===== config.mk =====
export PLATFORM = sky130hd
export DESIGN_NAME = flash_reader
export DESIGN_NICKNAME = d
export VERILOG_FILES = /design/src/rtl/flash_reader.sv
export SDC_FILE = /design/constraint.sdc
export NUM_CORES = 1
export LEC_CHECK = 0
export BUFFER_PORTS_ARGS = -buffer_cell sky130_fd_sc_hd__buf_2
export CORE_MARGIN = 4
export CORE_UTILIZATION = 53
export CTS_CLUSTER_SIZE = 28
export DETAILED_ROUTE_END_ITERATION = 12
export PLACE_DENSITY = 0.76
export REMOVE_ABC_BUFFERS = 1
export SLEW_MARGIN = 40
export SYNTH_ARGS = -nofsm -noshare
export SYNTH_HDL_FRONTEND = slang
export SYNTH_SLANG_ARGS = --single-unit

===== constraint.sdc =====
create_clock -name clock -period 1.75 [get_ports clock]
set_input_delay 0.2625 -clock clock [delete_from_list [all_inputs] [get_ports clock]]
set_output_delay 0.2625 -clock clock [all_outputs]
set_load 0.01 [all_outputs]

===== src/rtl/flash_reader.sv =====
// flash_reader: SPI-flash (mode 0) burst reader. It sends READ (03h) or
// FAST_READ (0Bh + dummy byte) with an address, then streams back len bytes.
// It can optionally run one automatic boot read straight after reset release.
// Ports:
//   clock, reset (async, active low), ce (bit-engine tick, half SPI period)
//   start/addr/len : request; sampled only in IDLE
//   busy/done      : transaction in progress / one-clock completion pulse
//   q/qv           : received byte and its one-clock update strobe
//   cs/ck/mosi/miso: flash pins (cs active low, ck idles low)
module flash_reader #(
  parameter int unsigned ADDR_W    = 24,
  parameter int unsigned LEN_W     = 8,
  parameter int unsigned FAST      = 0,
  parameter int unsigned CSH_T     = 8,
  parameter int unsigned BOOT      = 1,
  parameter logic [ADDR_W-1:0] BOOT_ADDR = ADDR_W'(24'h00704D),
  parameter logic [LEN_W-1:0]  BOOT_LEN  = LEN_W'(1)
) (
  input  logic              clock,
  input  logic              reset,
  input  logic              ce,
  input  logic              start,
  input  logic [ADDR_W-1:0] addr,
  input  logic [LEN_W-1:0]  len,
  output logic              busy,
  output logic              done,
  output logic [7:0]        q,
  output logic              qv,
  output logic              cs,
  output logic              ck,
  input  logic              miso,
  output logic              mosi
);

  localparam int unsigned TX_W  = 8 + ADDR_W + ((FAST != 0) ? 8 : 0);
  localparam int unsigned CSH_W = (CSH_T < 1) ? 1 : $clog2(CSH_T + 1);
  localparam logic [7:0]  CMD_BYTE = (FAST != 0) ? 8'h0B : 8'h03;
  localparam logic [5:0]  ADDR_LAST = 6'(ADDR_W - 1);

  typedef enum logic [2:0] {
    S_IDLE, S_ZERO, S_CSH, S_CMD, S_ADDR, S_DUMMY, S_DATA, S_END
  } state_t;

  state_t            state;
  logic [CSH_W-1:0]  csh_cnt;
  logic [5:0]        bit_cnt;
  logic [TX_W-1:0]   tx;
  logic [6:0]        rx;
  logic [LEN_W-1:0]  byte_cnt;
  logic [ADDR_W-1:0] addr_r;
  logic              boot_pend;

  logic [TX_W-1:0]   hdr;
  logic [LEN_W-1:0]  acc_len;
  logic [ADDR_W-1:0] acc_addr;

  // Outgoing header: command, address, and the dummy byte for FAST_READ.
  generate
    if (FAST != 0) begin : g_fast
      assign hdr = TX_W'({CMD_BYTE, addr_r, 8'h00});
    end else begin : g_read
      assign hdr = TX_W'({CMD_BYTE, addr_r});
    end
  endgenerate

  // A pending boot read takes precedence over the external request.
  assign acc_len  = boot_pend ? BOOT_LEN  : len;
  assign acc_addr = boot_pend ? BOOT_ADDR : addr;

  // Transaction sequencer and bit engine; ck level doubles as the tick phase.
  always_ff @(posedge clock or negedge reset) begin
    if (!reset) begin
      state     <= S_IDLE;
      csh_cnt   <= '0;
      bit_cnt   <= '0;
      tx        <= '0;
      rx        <= '0;
      byte_cnt  <= '0;
      addr_r    <= '0;
      boot_pend <= (BOOT != 0);
      busy      <= 1'b0;
      done      <= 1'b0;
      q         <= 8'h00;
      qv        <= 1'b0;
      cs        <= 1'b1;
      ck        <= 1'b0;
      mosi      <= 1'b0;
    end else begin
      done <= 1'b0;
      qv   <= 1'b0;
      case (state)
        S_IDLE: begin
          if (start || boot_pend) begin
            boot_pend <= 1'b0;
            addr_r    <= acc_addr;
            byte_cnt  <= acc_len;
            csh_cnt   <= '0;
            busy      <= 1'b1;
            state     <= (acc_len == '0) ? S_ZERO : S_CSH;
          end
        end
        // Zero-length request finishes without touching the bus.
        S_ZERO: begin
          done  <= 1'b1;
          busy  <= 1'b0;
          state <= S_IDLE;
        end
        // Hold cs high for the deselect gap, then drop it with the first bit.
        S_CSH: if (ce) begin
          if (csh_cnt == CSH_W'(CSH_T)) begin
            cs      <= 1'b0;
            mosi    <= hdr[TX_W-1];
            tx      <= hdr << 1;
            bit_cnt <= '0;
            state   <= S_CMD;
          end else begin
            csh_cnt <= csh_cnt + CSH_W'(1);
          end
        end
        S_CMD, S_ADDR, S_DUMMY: if (ce) begin
          if (!ck) begin
            ck <= 1'b1;
            rx <= {rx[5:0], miso};
          end else begin
            ck      <= 1'b0;
            mosi    <= tx[TX_W-1];
            tx      <= tx << 1;
            bit_cnt <= bit_cnt + 6'd1;
            if (state == S_CMD && bit_cnt == 6'd7) begin
              bit_cnt <= '0;
              state   <= S_ADDR;
            end else if (state == S_ADDR && bit_cnt == ADDR_LAST) begin
              bit_cnt <= '0;
              state   <= (FAST != 0) ? S_DUMMY : S_DATA;
            end else if (state == S_DUMMY && bit_cnt == 6'd7) begin
              bit_cnt <= '0;
              state   <= S_DATA;
            end
          end
        end
        // Eighth rising edge of a byte completes it; exit after the last byte.
        S_DATA: if (ce) begin
          if (!ck) begin
            ck <= 1'b1;
            rx <= {rx[5:0], miso};
            if (bit_cnt == 6'd7) begin
              q        <= {rx, miso};
              qv       <= 1'b1;
              byte_cnt <= byte_cnt - LEN_W'(1);
            end
          end else begin
            ck      <= 1'b0;
            mosi    <= 1'b0;
            bit_cnt <= (bit_cnt == 6'd7) ? 6'd0 : bit_cnt + 6'd1;
            if (bit_cnt == 6'd7 && byte_cnt == '0) begin
              state <= S_END;
            end
          end
        end
        S_END: if (ce) begin
          cs    <= 1'b1;
          done  <= 1'b1;
          busy  <= 1'b0;
          state <= S_IDLE;
        end
        default: state <= S_IDLE;
      endcase
    end
  end

endmodule


# [Word-level counts from Yosys, hierarchy flattened]
# Cells that the tools add are included.
[word_totals] elab_cells=129 ff_bits=99 out_inout_bits=14 input_bits=37
[op_classes] bitwise_logic=1 n_reduce_logical=27 addsub=3 mux=60 n_eq_ne=23
[ops] op="$mux 32" n=4
[ops] op="$pmux 32 s2" n=1
[ops] op="$mux 6" n=10
[ops] op="$mux 8" n=5
[ops] op="$mux 3" n=12
[ops] op="$mux 24" n=1
[ops] op="$ne 2x2->1 const B" n=12
[ops] op="$pmux 3 s6" n=1
[ops] op="$pmux 6 s3" n=1
[ops] op="$logic_not 8->1" n=2
[ops] op="$pmux 8 s2" n=1
[ops] op="$mux 1" n=15
[ops] op="$eq 3x3->1 const B" n=4
[ops] op="$mux 4" n=3
[ops] op="$reduce_and 4->1" n=3
[ops] op="$reduce_and 10->1" n=1
[ops] op="$reduce_and 5->1" n=2
[ops] op="$pmux 4 s2" n=1
[ops] op="$reduce_bool 2->1" n=4
[ops] op="$sub 8x1->8 const B" n=1
[ops] op="$reduce_and 7->1" n=1
[ops] op="$add 6x1->6 const B" n=1
[ops] op="$eq 3x2->1 const B" n=2
[ops] op="$eq 6x3->1 const B" n=1
[ops] op="17 further kinds" n=25

# [Longest topological paths before layout]
# Gate-level depths: netlist (run 1).
[depth] ltp_word=8 ltp_mapped=8 mapped_depth_nobuf=7

# [Worst setup path before layout (run 1)]
# Ideal clock, no wire load.
[synth_timing] kind="flip-flop to flip-flop" from="reg bit_cnt[0]" to="reg state[1]" n_path_buf=0 period_less_slack_ps=1861 setup_ps=125 t_arrival_ps=1736 required_ps=1625 stages_incl_launch_ff=7 path_slack_ps=-111 path_cell_list="dfrtp_1 ha_1 and4bb_4 a221oi_2 a2111oi_4 nand4_2 mux2_4"
[synth_via] elab_chain_cells=7
[synth_rtl] element="from (decl)" line_no="46" source="logic [5:0] bit_cnt;"
[synth_rtl] element="from (signal assigned)" line_no="128" source="bit_cnt <= bit_cnt + 6'd1;"
[synth_rtl] element="from (signal assigned)" line_no="154" source="bit_cnt <= (bit_cnt == 6'd7) ? 6'd0 : bit_cnt + 6'd1;"
[synth_rtl] element="$eq 6x5->1" line_no="132" source="end else if (state == S_ADDR && bit_cnt == ADDR_LAST) begin"
[synth_rtl] element="$logic_and 1x1->1" line_no="132"
[synth_rtl] element="$mux 3" line_no="132"
[synth_rtl] element="$mux 3" line_no="129" source="if (state == S_CMD && bit_cnt == 6'd7) begin"
[synth_rtl] element="$mux 3" line_no="121" source="if (!ck) begin"
[synth_rtl] element="$mux 3" line_no="120" source="S_CMD, S_ADDR, S_DUMMY: if (ce) begin"
[synth_rtl] element="$pmux 3 s6" line_no="91" source="case (state)"
[synth_rtl] element="to (signal assigned)" line_no="99" source="state <= (acc_len == '0) ? S_ZERO : S_CSH;"
[synth_rtl] element="to (signal assigned)" line_no="134" source="state <= (FAST != 0) ? S_DUMMY : S_DATA;"
[synth_rtl] element="to (decl)" line_no="44" source="state_t state;"
# Parallel ways exist; a longest one is shown, timed or not. The select of a mux whose other input is x is not followed.
# A chain may end at the register's enable or synchronous reset.

# [Worst setup path after layout (run 1)]
[layout_timing] from="reg state[1]" to="reg state[1]"
[layout_via] elab_chain_cells=7
[layout_rtl] element="$eq 3x3->1" line_no="91, 132"
[layout_rtl] element="$logic_and 1x1->1" line_no="132"
[layout_rtl] element="$mux 3" line_no="132"
[layout_rtl] element="$mux 3" line_no="129"
[layout_rtl] element="$mux 3" line_no="121"
[layout_rtl] element="$mux 3" line_no="120"
[layout_rtl] element="$pmux 3 s6" line_no="91"
# Parallel ways exist; a longest one is shown, timed or not. The select of a mux whose other input is x is not followed.

==> impl_results.md, run 1 <==
* Fmax at 521.3 MHz
* Synth cell types at 57
* Hold EP: addr_r[2]$_DFFE_PN0P_
* Most used DFF post-synth: dfrtp_1
* Int Power at between 6 and 7 mW
* Seq/Total Area, Yosys at a little over half
* Vias at 3887
* Part of the power in combinational logic at roughly 46%
* Height of the die at 101.7 um
* Post-synth ARST share at 100.0%
* Buf/Inv on CP at 2
* P_sw at 3.669 mW
* CP required at roughly 2 ns
* Placed cell count at 652
* Final GP Congestion at just under 0.9
* Status: finished, violations left
* Critical Path Start Type: register
* Final hold violations at 0
* N_diodes at 0
* MaxCap Viol Count at 0
* Setup violators final at 18
* Switching part of the total at a little under two fifths
* Final instance area at around 6100 um^2
* Synth Area per Inst at just under 10 um^2
* Synthesized area at roughly 4700 um^2
* RSZ-0062 raised after global routing: true
* CTS tree: done
* Clock share of power at between 10% and 20%
* Gate Count Post-Synth at around 470
* Number of nets with antenna violations after routing at 0
* GR peak layer: met2
* CP peak stage delay at 0.43 ns
* Period utilization at 109.6%
* Critical R2R Launch: state[1]$_DFFE_PN0P_
* Number of buffers added on ports at 50
* Final Slew Violations at 0
* Number of global-route vias before repair at 3913
* Synth warnings at 0
* Chip width at 101.7 um
* DR iter-0 viols at about 180
* Per-cell routed wire length at between 15 and 20 um
* Final WS setup at -0.1683 ns
* EDFF count, synth at 0
* Vias per inst at between 5 and 6
* Pre-antenna DRT Iters at 7
* H-tree Lvls at 3
* Core ar. at around 8400 um^2
* Period minus WS final at ~1.9 ns
* Worst hold stages at 3
* DPL Wire Length at a little over 7000 um
* P per Cell Area at roughly 1600 nW/um^2
* Starting Density at ~56%
* Leak at between 2 and 3 nW
* Layout cells sized above 1 at between 30% and 40%
* CTS Sinks at just under 100
* Clk root buf: clkbuf_8
* Clock latency on the worst-skew pair at 0.37 ns
* NumNets Final at 620
* Measured slew at the worst slew-check pin at 0.4416 ns
* Fin util at roughly 72%
* Reg2reg end: state[1]$_DFFE_PN0P_
* Rel. slew slack at around 70%
* Most common cell after layout, fill and taps aside: nand2_1
* R2r setup slk at -0.17 ns
* Maximum vdd drop at 1.157 mV
* Delay-heaviest family, CP: compound AO/OA/AOI/OAI gates
* Post-DP Area at between 5000 and 6000 um^2
* CP max-delay cell: dfrtp_2
* Setup_tns at -0.8406 ns
* Max Buffers Root-to-Sink at 2
* Met2 Usage GRT at approximately two fifths
* Setup Skew at 0.01031 ns
* Filler cells at slightly below 600
* DRC Markers at 0
* Failing checks: negative setup slack
* Flops & latches, synth at 98
* Dpl ws at -0.2207 ns
* First-pass GRT wire length at 18250 um
* WP data arrival at 2.17 ns
* Layout area overhead at 30.13%
* Finished Layout Cells at 687
* Critical path class: reg2reg
* Initial antenna violation count at 0
* Reg2reg path depth at 7
* Crit path cell chain: buf_6 > buf_4 > nand3b_1 > a31oi_4 > a2111oi_4 > nand4_2 > mux2_4
* Remaining Overflow, GRT at 0
* Worst Hold Launch: addr[2]
* Flop pwr share at ~38%
* Drt total wl at 11740 um
* Largest net degree at the start of global routing at 44
* Total die area at 10350 um^2
* IO Pins at 51
* Most frequent cells in the layout: nand2_1 (97), dfrtp_1 (94), buf_4 (54), buf_2 (50), o21ai_0 (47)
* GR Util met3 at under 10%
* M1 GR Usage at around 28%
* TritonCTS buffer count at 9
* Worst-path clk slew at about 0.090 ns
* Maximum fanout along the worst path at 5
* Row count at 33
* GRT Overall Usage at approximately 22%
* Hold Crit Class: in2reg
* Critical Path End Type: register
[power groups by stage]
stage | clock network (mW) | registers [mW] | logic (mW)
final | 1.61 | 3.72 | 4.54
after detailed placement | 0 | 3.73 | 3.74
after CTS | 1.63 | 3.67 | 4.13
after global placement | 0 | 3.69 | 3.58
after floorplan | 0 | 3.69 | 2.26
after global routing | 1.74 | 3.82 | 4.96
[sequential cells by signal (all words and copies together), names as in the netlist]
| register | cells |
|---|---|
| addr_r | 24 |
| bit_cnt | 6 |
| boot_pend | 1 |
| busy | 1 |
| byte_cnt | 8 |
| ck | 1 |
| cs | 1 |
| csh_cnt | 4 |
| done | 1 |
| mosi | 1 |
| q | 8 |
| qv | 1 |
| rx | 7 |
| state | 3 |
| tx | 31 |
[final cells by class]
type,count,area [um^2],share of cell area (%)
multi-input cells,334,2250,37.13
flip-flops and latches,98,2457,40.56
well taps,105,131.4,2.169
clock buffers,10,127.6,2.107
inverters,10,37.54,0.6196
clock inverters,5,85.08,1.404
repair buffers,125,969.7,16.01
[stage by stage]
step | hold WS [ns] | power, mW
after floorplan | -0.03309 | 5.952
after global placement | 0.2179 | 7.265
after detailed placement | 0.2225 | 7.470
after CTS | 0.1077 | 9.439
after global routing | 0.1124 | 10.52
final | 0.1169 | 9.862
[Yosys cell counts (3+ instances only)]
| cell | instances | area [um^2] |
|---|---|---|
| inv_1 | 9 | 33.78 |
| mux2i_1 | 24 | 240.2 |
| nand3_1 | 20 | 100.1 |
| mux2_2 | 16 | 180.2 |
| a21oi_1 | 13 | 65.06 |
| buf_2 | 12 | 60.06 |
| a31oi_1 | 9 | 56.30 |
| clkbuf_1 | 15 | 56.30 |
| buf_4 | 3 | 22.52 |
| o21ai_1 | 6 | 30.03 |
| nand2b_1 | 5 | 31.28 |
| dfrtp_1 | 96 | 2402 |
| ha_1 | 5 | 62.56 |
| nor2b_1 | 5 | 31.28 |
| o31ai_1 | 3 | 22.52 |
| nor2_1 | 21 | 78.83 |
| nand3b_1 | 3 | 22.52 |
| nand2_1 | 97 | 364.1 |
| and3_1 | 5 | 31.28 |
| and2_1 | 3 | 18.77 |
| nor3_1 | 3 | 15.01 |
| a211oi_1 | 3 | 22.52 |
| nor4_1 | 3 | 18.77 |
| o21ai_0 | 54 | 270.3 |
[layer usage]
layer | share of wire, % | vias up | wire [um]
li1 | - | 1841 | -
met1 | 42 | 1909 | 4884
met2 | 51 | 117 | 5988
met3 | 5.6 | 20 | 655
met4 | 1.8 | 0 | 206
met5 | 0 | - | 0
[timing repair]
item	CTS	global route
setup buffers	12	4
gates cloned	1	2
hold endpoints to repair	29	0
hold buffers	1	0
resized for setup	26	39
endpoints found under the setup margin	60	72
pin swaps	6	13
[worst max path at each step]
stage                             from                     end  slack, ns  cells past startpoint
2_1_floorplan     state[2]$_DFFE_PN0P_  bit_cnt[3]$_DFFE_PN0P_      -2.18                      5
3_3_place_gp      state[1]$_DFFE_PN0P_    state[1]$_DFFE_PN0P_      -0.13                      6
3_5_place_dp      state[1]$_DFFE_PN0P_    state[1]$_DFFE_PN0P_      -0.22                      6
4_1_cts        byte_cnt[7]$_DFFE_PN0P_    state[1]$_DFFE_PN0P_      -0.14                      6
5_1_grt        byte_cnt[4]$_DFFE_PN0P_    state[1]$_DFFE_PN0P_      -0.20                      6
6_report          state[1]$_DFFE_PN0P_    state[1]$_DFFE_PN0P_      -0.17                      7
[logic make-up (layout without fill, tap and decap cells)]
kind of cell    after synthesis  in the layout  share of synthesized area, %
simple gates                182            182                         18.65
compound gates              101            101                         12.87
flops                        98             98                         52.73
mux                          41             41                         9.352
buf+inv                      40            150                         3.789
fa+ha+maj                     5              5                         1.344
xor+xnor                      5              5                         1.263
[worst register-to-register path, stage by stage, from the launching register on]
cell	delay, ns
dfrtp_2	0.43
buf_6	0.14
buf_4	0.15
nand3b_1	0.16
a31oi_4	0.06
a2111oi_4	0.38
nand4_2	0.17
mux2_4	0.32
Note: power is estimated with default switching activity, not from simulation.
==> run 2, diff against run 1 <==
CORE_UTILIZATION = 40   (was 53)
MAX_ROUTING_LAYER = met4   (was unset)
PLACE_DENSITY = unset   (was 0.76)
clock period = 2.23 ns   (was 1.75 ns; I/O delays follow)
==> run 2 against run 1 <==
Total power shrank 29%. Largest power group is now registers. Die area rose by 30%. Clock skew is essentially flat. Highest routed layer unchanged. The run now ends clean. Hold slack better by 0.099 ns. First-iteration DRC count is 4.6% lower. Non-clock buffer count decreased by 58. Global-route usage shrank 6.0 points. Register-to-register slack improved by 0.35 ns. Clock power hardly changed. Core utilization is 24 points lower. Maximum frequency decreased by 6.2%. Largest cell class unchanged. Critical path depth is the same.
==> impl_results.md, run 2 (synthesis results as in run 1) <==
* Initial antenna violation count at 0
* Leak at between 2 and 3 nW
* Setup Skew at ~0.01 ns
* Chip width at between 100 and 150 um
* Per-cell routed wire length at roughly 15 um
* Worst-path clk slew at ~0.070 ns
* CP Launch Point: csh_cnt[0]$_DFFE_PN0P_
* NumNets Final at 562
* Largest net degree at the start of global routing at 45
* P per Cell Area at ~1300 nW/um^2
* Reg2reg path depth at 7
* Max Buffers Root-to-Sink at 2
* Part of the power in combinational logic at between 30% and 40%
* RSZ-0062 raised after global routing: false
* DR iter-0 viols at roughly 170
* DRC Markers at 0
* CTS Sinks at between 90 and 100
* Height of the die at approximately 120 um
* Critical path class: reg2reg
* Number of nets with antenna violations after routing at 0
* Number of global-route vias before repair at about 3400
* Largest register FFs at 31
* Starting Density at about two fifths
* Critical Path End Type: register
* Switching part of the total at between 30 and 40%
* Most frequent cells in the layout: nand2_1 (97), dfrtp_1 (95), o21ai_0 (54), buf_2 (49), mux2i_1 (24)
* Clock latency on the worst-skew pair at about 0.34 ns
* Hold Crit Class: in2reg
* Layout cells sized above 1 at between 20% and 30%
* WP data arrival at between 2 and 2.5 ns
* Vias per inst at 5.208
* Dpl ws at 0.1778 ns
* Status: completed
* Post-CTS Setup Repair Bufs at 0
* Fmax at 488.9 MHz
* Int Power at between 4 and 5 mW
* Pre-antenna DRT Iters at 4
* Row count at 39
* Final hold violations at 0
* First-pass GRT wire length at roughly 17000 um
* Final WS setup at 0.1844 ns
* GRT Overall Usage at 16.30%
* Crit path to: bit_cnt[0]$_DFFE_PN0P_
* Largest regs: tx x31, addr_r x24
* Vias at 3479
* Layout area overhead at 17.41%
* Maximum fanout along the worst path at 7
* Flop pwr share at 42.3%
* TritonCTS buffer count at 9
* Hold WS at approximately 0.22 ns
* Period utilization at between 90% and 100%
* IO Pins at 51
* Remaining Overflow, GRT at 0
* Total die area at 13430 um^2
* Drt total wl at around 9900 um
* Rel. slew slack at between 50% and 60%
* Setup violators final at 0
* Core ar. at 11420 um^2
* Clk root buf: clkbuf_16
* P_sw at between 2 and 2.5 mW
* Reg2reg end: bit_cnt[0]$_DFFE_PN0P_
* Largest register by flop count: tx
* Critical Path Start Type: register
* MaxCap Viol Count at 0
* Filler cells at about 1100
* Measured slew at the worst slew-check pin at between 0.6 and 0.7 ns
* Critical R2R Launch: csh_cnt[0]$_DFFE_PN0P_
* N_diodes at 0
* CTS tree: done
* R2r setup slk at roughly 0.18 ns
* CP required at between 2 and 2.5 ns
* Final Slew Violations at 0
* Final GP Congestion at roughly 0.82
* Most common cell after layout, fill and taps aside: nand2_1
* Period minus WS final at 2.046 ns
* Number of buffers added on ports at 50
* DPL Wire Length at 6821 um
* Clock share of power at 22.9%
* H-tree Lvls at 3
* Maximum vdd drop at 0.7666 mV
## run 2: cell count changes in the layout (fill, tap and decap cells not counted), moves of 4 or more
cell / delta
buf_6: -11
o21ai_1: -4
clkbuf_8: -8
clkbuf_16: +8
a21oi_1: +5
mux2_2: +8
mux2_4: -8
buf_4: -41
o21ai_0: +7
a21oi_2: -5
## run 2: final cells by class
cell class	instances	area, um^2	share of cell area (%)
Clock buffer	10	239.0	4.372
Clock inverter	6	71.32	1.305
Inverter	10	37.54	0.6867
Multi-Input combinational cell	334	2051	37.51
Sequential cell	98	2456	44.93
Tap cell	143	178.9	3.273
Timing Repair Buffer	67	432.9	7.919
## run 2: per-stage QoR
stage | instances | cell area (um^2) | TNS [ns] | utilization (%) | power [mW]
2_1_floorplan | 442 | 4517 | -44.36 | - | 4.671
3_3_place_gp | 651 | 5145 | 0 | 45.06 | 5.322
3_5_place_dp | 651 | 5145 | 0 | 45.06 | 5.441
4_1_cts | 668 | 5465 | 0 | 47.86 | 7.073
5_1_grt | 668 | 5466 | 0 | 47.87 | 7.572
6_report | 668 | 5466 | 0 | 47.87 | 6.986
## run 2: metal layers
metal / share of wire, % / routed length (um) / GRT usage, % / vias up
met4: 0.59 / 59 / 3.635 / 0
met3: 4.7 / 468 / 4.282 / 4
met2: 49 / 4869 / 26.16 / 69
met1: 46 / 4542 / 20.86 / 1679
li1: - / - / - / 1727
met5: 0 / 0 / - / -
## run 2: what timing repair did
item                                    in CTS  in global routing
gates resized for setup                      0                  1
endpoints found under the setup margin       0                 17
endpoints found under the hold margin       22                  0
hold buffers                                 1                  0
## run 2: worst max-delay path: stages (launching register included)
cell,delay [ns]
dfrtp_1,0.42
inv_1,0.06
ha_1,0.22
nand3b_1,0.13
o21ai_0,0.11
a32oi_1,0.50
nor2_1,0.18
mux2_2,0.30
## run 2: power by group through the flow
stage	logic [mW]	registers (mW)	clock network (mW)
floorplan	1.77	2.90	0
global placement	2.36	2.96	0
detailed placement	2.46	2.98	0
CTS	2.47	2.96	1.64
global route	2.79	3.06	1.72
finish	2.43	2.96	1.60
## run 2: how the worst min path moves through the flow
stage          slack, ns               endpoint  depth (start not counted)     from
3_5_place_dp        0.26  addr_r[7]$_DFFE_PN0P_                          1    reset
5_1_grt             0.22  addr_r[2]$_DFFE_PN0P_                          3  addr[2]
3_3_place_gp        0.25  addr_r[7]$_DFFE_PN0P_                          1    reset
2_1_floorplan       0.04  addr_r[0]$_DFFE_PN0P_                          0    reset
4_1_cts             0.21  addr_r[2]$_DFFE_PN0P_                          3  addr[2]
6_report            0.22  addr_r[2]$_DFFE_PN0P_                          3  addr[2]
